File: config.mk
export PLATFORM = sky130hd
export DESIGN_NAME = pe_addsub_pipe_flat
export DESIGN_NICKNAME = d
export VERILOG_FILES = /design/src/rtl/pe_addsub_pipe_pkg.sv /design/src/rtl/pe_addsub_pipe_if.sv /design/src/rtl/pe_addsub_pipe_mod_addsub_half.sv /design/src/rtl/pe_addsub_pipe.sv /design/src/flat_wrapper.sv
export SDC_FILE = /design/constraint.sdc
export NUM_CORES = 1
export LEC_CHECK = 0
export ABC_AREA = 0
export CORE_AREA = 3 3 147 149
export CTS_CLUSTER_DIAMETER = 40
export DETAILED_ROUTE_END_ITERATION = 12
export DIE_AREA = 0 0 150 152
export SLEW_MARGIN = 20
export SYNTH_ARGS = -nofsm -noshare
export SYNTH_HDL_FRONTEND = slang
export SYNTH_HIERARCHICAL = 1
export SYNTH_SLANG_ARGS = --single-unit
export TNS_END_PERCENT = 50
File: constraint.sdc
create_clock -name clk -period 9 [get_ports clk]
set_input_delay 1.8 -clock clk [delete_from_list [all_inputs] [get_ports clk]]
set_output_delay 1.8 -clock clk [all_outputs]
set_load 0.05 [all_outputs]
File: src/rtl/pe_addsub_pipe_pkg.sv
// Shared constants and mode encodings for the NTT/INTT datapath.
// Used by the add/sub PE, the multiplier PE and the NTT controller.
package pe_addsub_pipe_pkg;

    localparam int DATA_WIDTH_DEF = 12;
    localparam int MODULUS_DEF    = 3329;

    typedef enum logic [1:0] {
        MODE_ADDSUB  = 2'b00,
        MODE_HALF    = 2'b01,
        MODE_BYP     = 2'b10,
        MODE_BYP_RSV = 2'b11
    } mode_e;

    // Both upper encodings pass the operands straight through.
    function automatic logic is_bypass(input logic [1:0] mode);
        return mode[1];
    endfunction

endpackage

File: src/rtl/pe_addsub_pipe_if.sv
// Handshake and data bundle between a butterfly PE and its producer/consumer.
interface pe_addsub_pipe_if
    import pe_addsub_pipe_pkg::*;
#(
    parameter int DATA_WIDTH = DATA_WIDTH_DEF
);

    logic                  in_valid;
    logic                  in_ready;
    logic [1:0]            mode;
    logic [DATA_WIDTH-1:0] u;
    logic [DATA_WIDTH-1:0] v;
    logic                  out_valid;
    logic                  out_ready;
    logic [DATA_WIDTH-1:0] bf_upper;
    logic [DATA_WIDTH-1:0] bf_lower;
    logic                  range_err;

    modport master (
        output in_valid, mode, u, v, out_ready,
        input  in_ready, out_valid, bf_upper, bf_lower, range_err
    );

    modport slave (
        input  in_valid, mode, u, v, out_ready,
        output in_ready, out_valid, bf_upper, bf_lower, range_err
    );

endinterface

File: src/rtl/pe_addsub_pipe_mod_addsub_half.sv
// Combinational modular add and subtract with optional halving (multiply by 2^-1 mod q).
module mod_addsub_half #(
    parameter int DATA_WIDTH = 12,
    parameter int MODULUS    = 3329
) (
    input  logic [DATA_WIDTH-1:0] u,
    input  logic [DATA_WIDTH-1:0] v,
    input  logic                  halve,
    output logic [DATA_WIDTH-1:0] sum_out,
    output logic [DATA_WIDTH-1:0] diff_out
);

    localparam logic [DATA_WIDTH:0] Q = (DATA_WIDTH+1)'(MODULUS);

    logic [DATA_WIDTH:0] sum_raw;
    logic [DATA_WIDTH:0] diff_raw;
    logic [DATA_WIDTH:0] sum_red;
    logic [DATA_WIDTH:0] diff_red;

    // An odd residue becomes even after adding q, so the shift stays exact mod q.
    function automatic logic [DATA_WIDTH-1:0] half_mod(input logic [DATA_WIDTH:0] x);
        logic [DATA_WIDTH:0] t;
        t = x[0] ? x + Q : x;
        return t[DATA_WIDTH:1];
    endfunction

    always_comb begin
        sum_raw  = {1'b0, u} + {1'b0, v};
        diff_raw = {1'b0, u} - {1'b0, v};
        sum_red  = (sum_raw >= Q) ? sum_raw - Q : sum_raw;
        diff_red = diff_raw[DATA_WIDTH] ? diff_raw + Q : diff_raw;
        sum_out  = halve ? half_mod(sum_red)  : sum_red[DATA_WIDTH-1:0];
        diff_out = halve ? half_mod(diff_red) : diff_red[DATA_WIDTH-1:0];
    end

endmodule

File: src/rtl/pe_addsub_pipe.sv
// Elastic add/sub butterfly PE: PRE_STAGES operand registers, modular add/sub/halve,
// then POST_STAGES result registers, all advancing together under one global enable.
module pe_addsub_pipe
    import pe_addsub_pipe_pkg::*;
#(
    parameter int DATA_WIDTH  = DATA_WIDTH_DEF,
    parameter int MODULUS     = MODULUS_DEF,
    parameter int PRE_STAGES  = 3,
    parameter int POST_STAGES = 3
) (
    input  logic                 clk,
    input  logic                 rst,
    pe_addsub_pipe_if.slave      bus
);

    localparam int                  L = PRE_STAGES + POST_STAGES;
    localparam logic [DATA_WIDTH:0] Q = (DATA_WIDTH+1)'(MODULUS);

    logic                  valid_q [L];
    logic                  valid_d [L];
    logic [1:0]            mode_q  [PRE_STAGES];
    logic [1:0]            mode_d  [PRE_STAGES];
    logic [DATA_WIDTH-1:0] u_q     [PRE_STAGES];
    logic [DATA_WIDTH-1:0] u_d     [PRE_STAGES];
    logic [DATA_WIDTH-1:0] v_q     [PRE_STAGES];
    logic [DATA_WIDTH-1:0] v_d     [PRE_STAGES];
    logic [DATA_WIDTH-1:0] upper_q [POST_STAGES];
    logic [DATA_WIDTH-1:0] upper_d [POST_STAGES];
    logic [DATA_WIDTH-1:0] lower_q [POST_STAGES];
    logic [DATA_WIDTH-1:0] lower_d [POST_STAGES];
    logic                  range_err_q;
    logic                  range_err_d;

    logic                  adv;
    logic                  accept;
    logic                  operand_bad;
    logic                  halve;
    logic [DATA_WIDTH-1:0] sum_res;
    logic [DATA_WIDTH-1:0] diff_res;
    logic [DATA_WIDTH-1:0] stage_upper;
    logic [DATA_WIDTH-1:0] stage_lower;

    // A single enable keeps every stage in lockstep; the output register only frees up when drained.
    assign adv          = ~valid_q[L-1] | bus.out_ready;
    assign bus.in_ready = rst & adv;
    assign accept       = bus.in_valid & bus.in_ready;
    assign operand_bad  = ({1'b0, bus.u} >= Q) | ({1'b0, bus.v} >= Q);
    assign halve        = (mode_q[PRE_STAGES-1] == MODE_HALF);

    mod_addsub_half #(
        .DATA_WIDTH (DATA_WIDTH),
        .MODULUS    (MODULUS)
    ) u_core (
        .u        (u_q[PRE_STAGES-1]),
        .v        (v_q[PRE_STAGES-1]),
        .halve    (halve),
        .sum_out  (sum_res),
        .diff_out (diff_res)
    );

    always_comb begin
        stage_upper = diff_res;
        stage_lower = sum_res;
        if (is_bypass(mode_q[PRE_STAGES-1])) begin
            stage_upper = u_q[PRE_STAGES-1];
            stage_lower = v_q[PRE_STAGES-1];
        end
    end

    always_comb begin
        valid_d     = valid_q;
        mode_d      = mode_q;
        u_d         = u_q;
        v_d         = v_q;
        upper_d     = upper_q;
        lower_d     = lower_q;
        range_err_d = range_err_q | (accept & operand_bad);
        if (adv) begin
            valid_d[0] = accept;
            mode_d[0]  = bus.mode;
            u_d[0]     = bus.u;
            v_d[0]     = bus.v;
            for (int i = 1; i < PRE_STAGES; i++) begin
                mode_d[i] = mode_q[i-1];
                u_d[i]    = u_q[i-1];
                v_d[i]    = v_q[i-1];
            end
            for (int i = 1; i < L; i++) begin
                valid_d[i] = valid_q[i-1];
            end
            upper_d[0] = stage_upper;
            lower_d[0] = stage_lower;
            for (int i = 1; i < POST_STAGES; i++) begin
                upper_d[i] = upper_q[i-1];
                lower_d[i] = lower_q[i-1];
            end
        end
    end

    always_ff @(posedge clk) begin
        if (!rst) begin
            for (int i = 0; i < L; i++) begin
                valid_q[i] <= 1'b0;
            end
            for (int i = 0; i < PRE_STAGES; i++) begin
                mode_q[i] <= '0;
                u_q[i]    <= '0;
                v_q[i]    <= '0;
            end
            for (int i = 0; i < POST_STAGES; i++) begin
                upper_q[i] <= '0;
                lower_q[i] <= '0;
            end
            range_err_q <= 1'b0;
        end else begin
            valid_q     <= valid_d;
            mode_q      <= mode_d;
            u_q         <= u_d;
            v_q         <= v_d;
            upper_q     <= upper_d;
            lower_q     <= lower_d;
            range_err_q <= range_err_d;
        end
    end

    assign bus.out_valid = valid_q[L-1];
    assign bus.bf_upper  = upper_q[POST_STAGES-1];
    assign bus.bf_lower  = lower_q[POST_STAGES-1];
    assign bus.range_err = range_err_q;

endmodule

File: src/flat_wrapper.sv
// flat-port wrapper written by rule: the top's interface ports become plain ports
module pe_addsub_pipe_flat import pe_addsub_pipe_pkg::*;
#(
    parameter int DATA_WIDTH  = DATA_WIDTH_DEF,
    parameter int MODULUS     = MODULUS_DEF,
    parameter int PRE_STAGES  = 3,
    parameter int POST_STAGES = 3
)
  (clk, rst, bus_in_valid, bus_mode, bus_u, bus_v, bus_out_ready, bus_in_ready, bus_out_valid, bus_bf_upper, bus_bf_lower, bus_range_err);
  pe_addsub_pipe_if #(.DATA_WIDTH(DATA_WIDTH)) bus_i ();
  input  logic clk;
  input  logic rst;
  input wire logic [$bits(bus_i.in_valid)-1:0] bus_in_valid;
  input wire logic [$bits(bus_i.mode)-1:0] bus_mode;
  input wire logic [$bits(bus_i.u)-1:0] bus_u;
  input wire logic [$bits(bus_i.v)-1:0] bus_v;
  input wire logic [$bits(bus_i.out_ready)-1:0] bus_out_ready;
  output wire logic [$bits(bus_i.in_ready)-1:0] bus_in_ready;
  output wire logic [$bits(bus_i.out_valid)-1:0] bus_out_valid;
  output wire logic [$bits(bus_i.bf_upper)-1:0] bus_bf_upper;
  output wire logic [$bits(bus_i.bf_lower)-1:0] bus_bf_lower;
  output wire logic [$bits(bus_i.range_err)-1:0] bus_range_err;
  assign bus_i.in_valid = bus_in_valid;
  assign bus_i.mode = bus_mode;
  assign bus_i.u = bus_u;
  assign bus_i.v = bus_v;
  assign bus_i.out_ready = bus_out_ready;
  assign bus_in_ready = bus_i.in_ready;
  assign bus_out_valid = bus_i.out_valid;
  assign bus_bf_upper = bus_i.bf_upper;
  assign bus_bf_lower = bus_i.bf_lower;
  assign bus_range_err = bus_i.range_err;
  pe_addsub_pipe #(.DATA_WIDTH(DATA_WIDTH), .MODULUS(MODULUS), .PRE_STAGES(PRE_STAGES), .POST_STAGES(POST_STAGES)) u_core (.clk(clk), .rst(rst), .bus(bus_i));
endmodule
==> metrics <==
initial antenna violation count=0; Inserted Clock Buffers=17; pwr dens=195 mW/mm^2; Root Buffer Master=clkbuf_16; Seq cells post-synth=157; Total Nets Final=913; final instance area=0.00921 mm^2; post-cts sizing count=0; Core ar.=0.0203 mm^2; Critical Path AT=3.83 ns; Synth-to-Final Area Change=12.9%; Setup TNS=0 ns; DR iter-0 viols=324; post-synthesis sequential area ratio=38.5%; Post-Syn Instances=846; CTS clk-pin slew, worst paths=0.06 ns; Starting Density=40.2%; final setup fails=0; Slew headroom=36.2%; CP required=7.20 ns; Tot GR Track Use=15.9%; post-synth cell types=82; I/O Buffers=56; EDFF count, synth=0; ratio of cells with drive above 1 in the final layout=7.86%; maximum vdd drop=0.175 mV; global route total overflow=0; DIE WIDTH=150 um; Top Ports=57; RSZ-0062 raised after global routing=no; WS Path Type=in -> out; top cell type's share of synthesized area=38.5%; largest net degree at the start of global routing=97; CTS tree=yes; CP Launch Type=input port; Post-synth top flop=dfxtp_1; Max Fclk=178 MHz; Die ar.=0.0228 mm^2; HPWL after DPL=12900 um; syn_area_per_cell=9.65 um^2; # fillers=1987; Slew Limit Fails=0; Avg Vias per Cell=5.51; residual DRC count=0; placed instance area=0.00858 mm^2; worst-margin pin slew=0.957 ns; Cell Area, Synth=0.00816 mm^2; Max Cap Viol=0; Leak Pwr=3.52 nW; Ys Warns=6; DIE HEIGHT=152 um; Antenna Cells=0; Clock Path Buffers=2; Setup Skew=0.00811 ns; Syn Nets=907; clk sinks=157; first-pass GRT wire length=29900 um; first drt pass iteration count=4; cell taking the most area after synthesis=dfxtp_1; post-CTS setup buffers=0; Fin. Hold Viols=0; top post-synthesis cells by area=dfxtp_1 39%, a22o_1 14%, ha_1 4.4%; RD Place Congestion=0.868; standard-cell rows=52; DR vias=6256; hold_buf cts=0; min Tclk post-route=5.63 ns; FF+latch area=0.00314 mm^2; CP endpoint kind=output port; Post-synth ARST share=0%; post-route ant nets=0; WL final=17900 um; post-route clock period utilization=62.6%; Max H-tree Level=4; Hold Path Class=reg -> reg; status=finished clean; footprint of the multi-input gates=0.00437 mm^2; critical-path maximum fanout=38; vias in the first global route=5803; clk_lat worst skew=0.42 ns; drt wl/cell=15.8 um
==> cell usage after synthesis, drive strengths merged, types with 10 or more instances <==
| library cell | n |
|---|---|
| xnor2 | 25 |
| a21oi | 30 |
| buf | 59 |
| inv | 32 |
| dfxtp | 157 |
| nor3 | 10 |
| nand3 | 18 |
| clkbuf | 16 |
| ha | 29 |
| xor2 | 17 |
| and2 | 10 |
| nand2 | 57 |
| mux2i | 31 |
| a22o | 134 |
| o21ai | 45 |
| nor2 | 35 |
==> metrics by stage <==
stage	hold slack (ns)	total power (W)	cells	setup slack, ns	utilization, %
after floorplan	0.424	0.000985	846	4.79	-
after CTS	0.462	0.00182	1135	3.33	45.4
final	0.453	0.00180	1135	3.37	45.4
after global routing	0.480	0.00188	1135	3.23	45.4
after global placement	0.441	0.00105	1103	3.33	42.3
after detailed placement	0.448	0.00106	1103	3.34	42.3
==> layer usage <==
layer	share of wire [%]	vias up	global-route usage (%)
li1	-	3154	-
met1	51	2960	23.8
met2	44	122	23.1
met3	3.8	20	2.50
met4	1.7	0	5.23
met5	0	-	0
==> final timing paths <==
kind                           from                    to  slack [ns]  cells past startpoint
setup / recovery      bus_out_ready          bus_in_ready        3.37                      5
setup reg to reg      u_core/v_q[1]    u_core/lower_q[33]        4.34                     17
hold reg to reg   u_core/valid_q[1]  u_core/bus.out_valid        0.45                      2
hold / removal    u_core/valid_q[1]  u_core/bus.out_valid        0.45                      2
==> worst max-delay path, cell delays in order <==
cell	delay (ns)
clkdlybuf4s50_1	0.45
nand2b_4	0.15
nand2_4	0.16
inv_4	0.35
clkdlybuf4s50_1	0.91
==> cell usage in the layout, fill, tap and decap left out, types with 7 or more instances in the layout <==
cell	n
a22o_1	134
clkdlybuf4s50_1	56
and2_1	10
xor2_1	15
a21o_1	8
and3_1	7
dfxtp_1	157
nor2b_1	8
inv_1	30
nor3_1	10
clkbuf_16	17
nand2_1	56
mux2i_1	31
xnor2_1	23
o31ai_1	7
o21ai_0	42
a31oi_1	9
a21oi_1	30
nor2_1	33
ha_1	29
nand3_1	18
==> area by class of cell <==
type	count	share of cell area [%]
Clock buffer	19	4.92
Multi-Input combinational cell	581	47.4
Inverter	33	1.37
Sequential cell	157	34.1
Timing Repair Buffer	62	6.58
Tap cell	270	3.67
Clock inverter	13	1.93
==> power breakdown <==
| group | switching (W) | leakage, nW | internal (W) |
|---|---|---|---|
| logic | 0.000165 | 1.93 | 0.000120 |
| registers | 0.0000246 | 1.29 | 0.000733 |
| clock network | 0.000295 | 0.309 | 0.000459 |
| total | 0.000484 | 3.52 | 0.00131 |
==> cell families after synthesis <==
kind of cell | Yosys count | share of synthesized area (%)
compound gates | 293 | 28.1
simple gates | 180 | 11.1
flops | 157 | 38.5
buf+inv | 108 | 8.10
fa+ha+maj | 31 | 4.94
mux | 35 | 4.40
xor+xnor | 42 | 4.88
==> registers in the layout (all words and copies together) (netlist names) <==
register	cells
u_core/bus.bf_upper	12
u_core/u_q	36
u_core/bus.out_valid	1
u_core/bus.range_err	1
u_core/valid_q	5
u_core/v_q	36
u_core/lower_q	24
u_core/upper_q	24
u_core/mode_q	6
u_core/bus.bf_lower	12
No activity file was read; power rests on OpenSTA's default activity.
==> edit: new RTL, same settings <==
`PRE_STAGES` is set to 3 in 2 places; all go to 5.
--- a/src/rtl/pe_addsub_pipe.sv
+++ b/src/rtl/pe_addsub_pipe.sv
@@ -7,3 +7,3 @@
     parameter int MODULUS     = MODULUS_DEF,
-    parameter int PRE_STAGES  = 3,
+    parameter int PRE_STAGES  = 5,
     parameter int POST_STAGES = 3
--- a/src/flat_wrapper.sv
+++ b/src/flat_wrapper.sv
@@ -5,3 +5,3 @@
     parameter int MODULUS     = MODULUS_DEF,
-    parameter int PRE_STAGES  = 3,
+    parameter int PRE_STAGES  = 5,
     parameter int POST_STAGES = 3
Function: changed (Yosys sat finds a counterexample within 10 cycles, from zero or initial values and one cycle with rst low).
==> edit against the unedited design <==
Total power grew 26%; clock power grew 49%; routed wire length grew 20%; final area grew 21%; count of clock-buffer cells in the layout grew 10; worst setup slack lost 200 ps; sequential cell count grew 54; synthesized area grew 20%; largest power group is now the clock network.
==> edit: results (changes against the unedited design) <==
* Clock Pin Slew Worst Setup and Hold Paths at 60 ps (about the same)
* CTS root buf: clkbuf_16
* Count of cell types in the netlist at 83 (+1.2%)
* Slew margin rel. at 0.332 (-0.0304)
* Mux cell area share after synthesis at 0.0367 (-0.00727)
* HPWL after detailed placement at 14800 um (+15%)
* First-pass GRT wire length at 34500 um (+15%)
* Total Wirelength at 21500 um (+20%)
* CP Data Arrival Time at 4030 ps (+200 ps)
* CTS Buffer Depth at 3 (+1)
* Sequential share of the synthesized area at 0.432 (+0.0470)
* Leading cell types by count after synthesis: dfxtp_1, a22o_1, nand2_1
* Port bufs at 56 (unchanged)
* H-tree Lvls at 1 (-3)
* HP Start: u_core/upper_q[25]$_SDFFE_PN0N_
* Slowest-stage cell, CP: clkdlybuf4s50_1
* Metal3 WL at 794 um (+18%)
* Worst-Skew Late Latency at 540 ps (+120 ps)
* Worst slack, placed at 3120 ps (-214 ps)
* Worst-path fanout max at 88 (+130%)
* Adder-cell share of the synthesized area at 0.0412 (-0.00815)
* GRT Util Overall at 0.182 (+0.0234)
* Cts repair resizes at 0 (unchanged)
* Synth async-reset ratio at 0 (unchanged)
* First drt pass iteration count at 5 (+1)
* Largest net degree at the start of global routing at 109 (+12%)
* Total CTS buffers at 26 (+9)
* Syn. warnings at 6 (unchanged)
* Share of cells above drive strength 1 at 0.0821 (+0.00345)
* Inst Count DP at 1210 (+9.7%)
* GPL Wtd Cong at 0.907 (+4.5%)
* Net count, final at 1029 (+13%)
* Internal power at 1.75 mW (+34%)
* Vias in the first global route at 6457 (+11%)
* Setup Fix Bufs, Post-CTS at 0 (unchanged)
* CP delay by family, top: buffers and inverters
* Leak at 4.27 nW (+21%)
* Worst r2r src: u_core/v_q[3]$_SDFFE_PN0N_
* Status: finished, final reports clean
* Syn Inst Count at 966 (+14%)
* Routed wl met2 at 9570 um (+22%)
* N_diodes at 0 (unchanged)
* Max IR drop VDD at 139 uV (-21%)
* Synth Area in Compound Gates at 0.283 (+0.00200)
* Via density per instance at 5.68 (+3.1%)
* Number of DRC markers in iteration 0 at 445 (+37%)
* Skew final at 33.8 ps (+25.7 ps)
* DRT met1 WL at 10600 um (+16%)
* Biggest registers after layout: u_core/u_q (60), u_core/v_q (60)
* Post-Synth XOR/XNOR Area at 0.0407 (-0.00805)
* Max incr delay on CP at 920 ps
* CP Launch Point: bus_out_ready
* Total number of vias at 7141 (+14%)
* Top cells by area, synth: dfxtp_1, a22o_1, ha_1, mux2i_1, nand2_1
==> edit: tightest hold or removal path, cell delays in order, from the launching register on <==
cell     delay [ps]
dfxtp_1         310
nand2_1          50
o21ai_1          50
==> edit: logic make-up (layout without fill, tap and decap cells) <==
logic type	Yosys count	count (layout)
DFF	211	211
adders and majority gates	31	31
xor gates and xnor gates	42	42
muxes	35	35
buffers and inverters	120	141
and+or+nand+nor	180	180
AOI/OAI and AO/OA	347	347
==> edit: final cells by class <==
| cell class | count | area [um2] |
|---|---|---|
| clock buffers | 29 | 672 |
| well taps | 270 | 338 |
| multi-input cells | 635 | 4840 |
| clock inverters | 18 | 297 |
| repair buffers | 61 | 602 |
| inverters | 33 | 129 |
| fillers | 1894 | 9200 |
| flip-flops and latches | 211 | 4220 |
==> edit: per-stage QoR <==
step	cell area, um2	hold slack, ps
finish	11100	455
detailed placement	10100	443
global placement	10100	436
floorplan	9770	421
global route	11100	470
CTS	11100	451
==> edit: per-layer routing <==
layer | GRT usage | vias to the layer above
met5 | 0 | -
met4 | 0.0501 | 0
met3 | 0.0232 | 40
met2 | 0.282 | 157
met1 | 0.267 | 3332
li1 | - | 3612
==> edit: path summary, 6_finish.rpt <==
kind	to	slack (ps)	depth (start not counted)
setup / recovery	bus_in_ready	3170	5
hold / removal	u_core/upper_q[25]$_SDFFE_PN0N_	450	2
setup reg to reg	u_core/lower_q[35]$_SDFFE_PN0N_	4130	17
hold reg to reg	u_core/upper_q[25]$_SDFFE_PN0N_	450	2
==> edit: power by group through the flow <==
stage	Sequential, mW	Clock, mW	Combinational (mW)
after floorplan	0.996	0	0.127
after global routing	0.986	1.19	0.178
after detailed placement	1.00	0	0.162
after CTS	0.983	1.15	0.163
after global placement	1.00	0	0.160
final	0.983	1.12	0.162
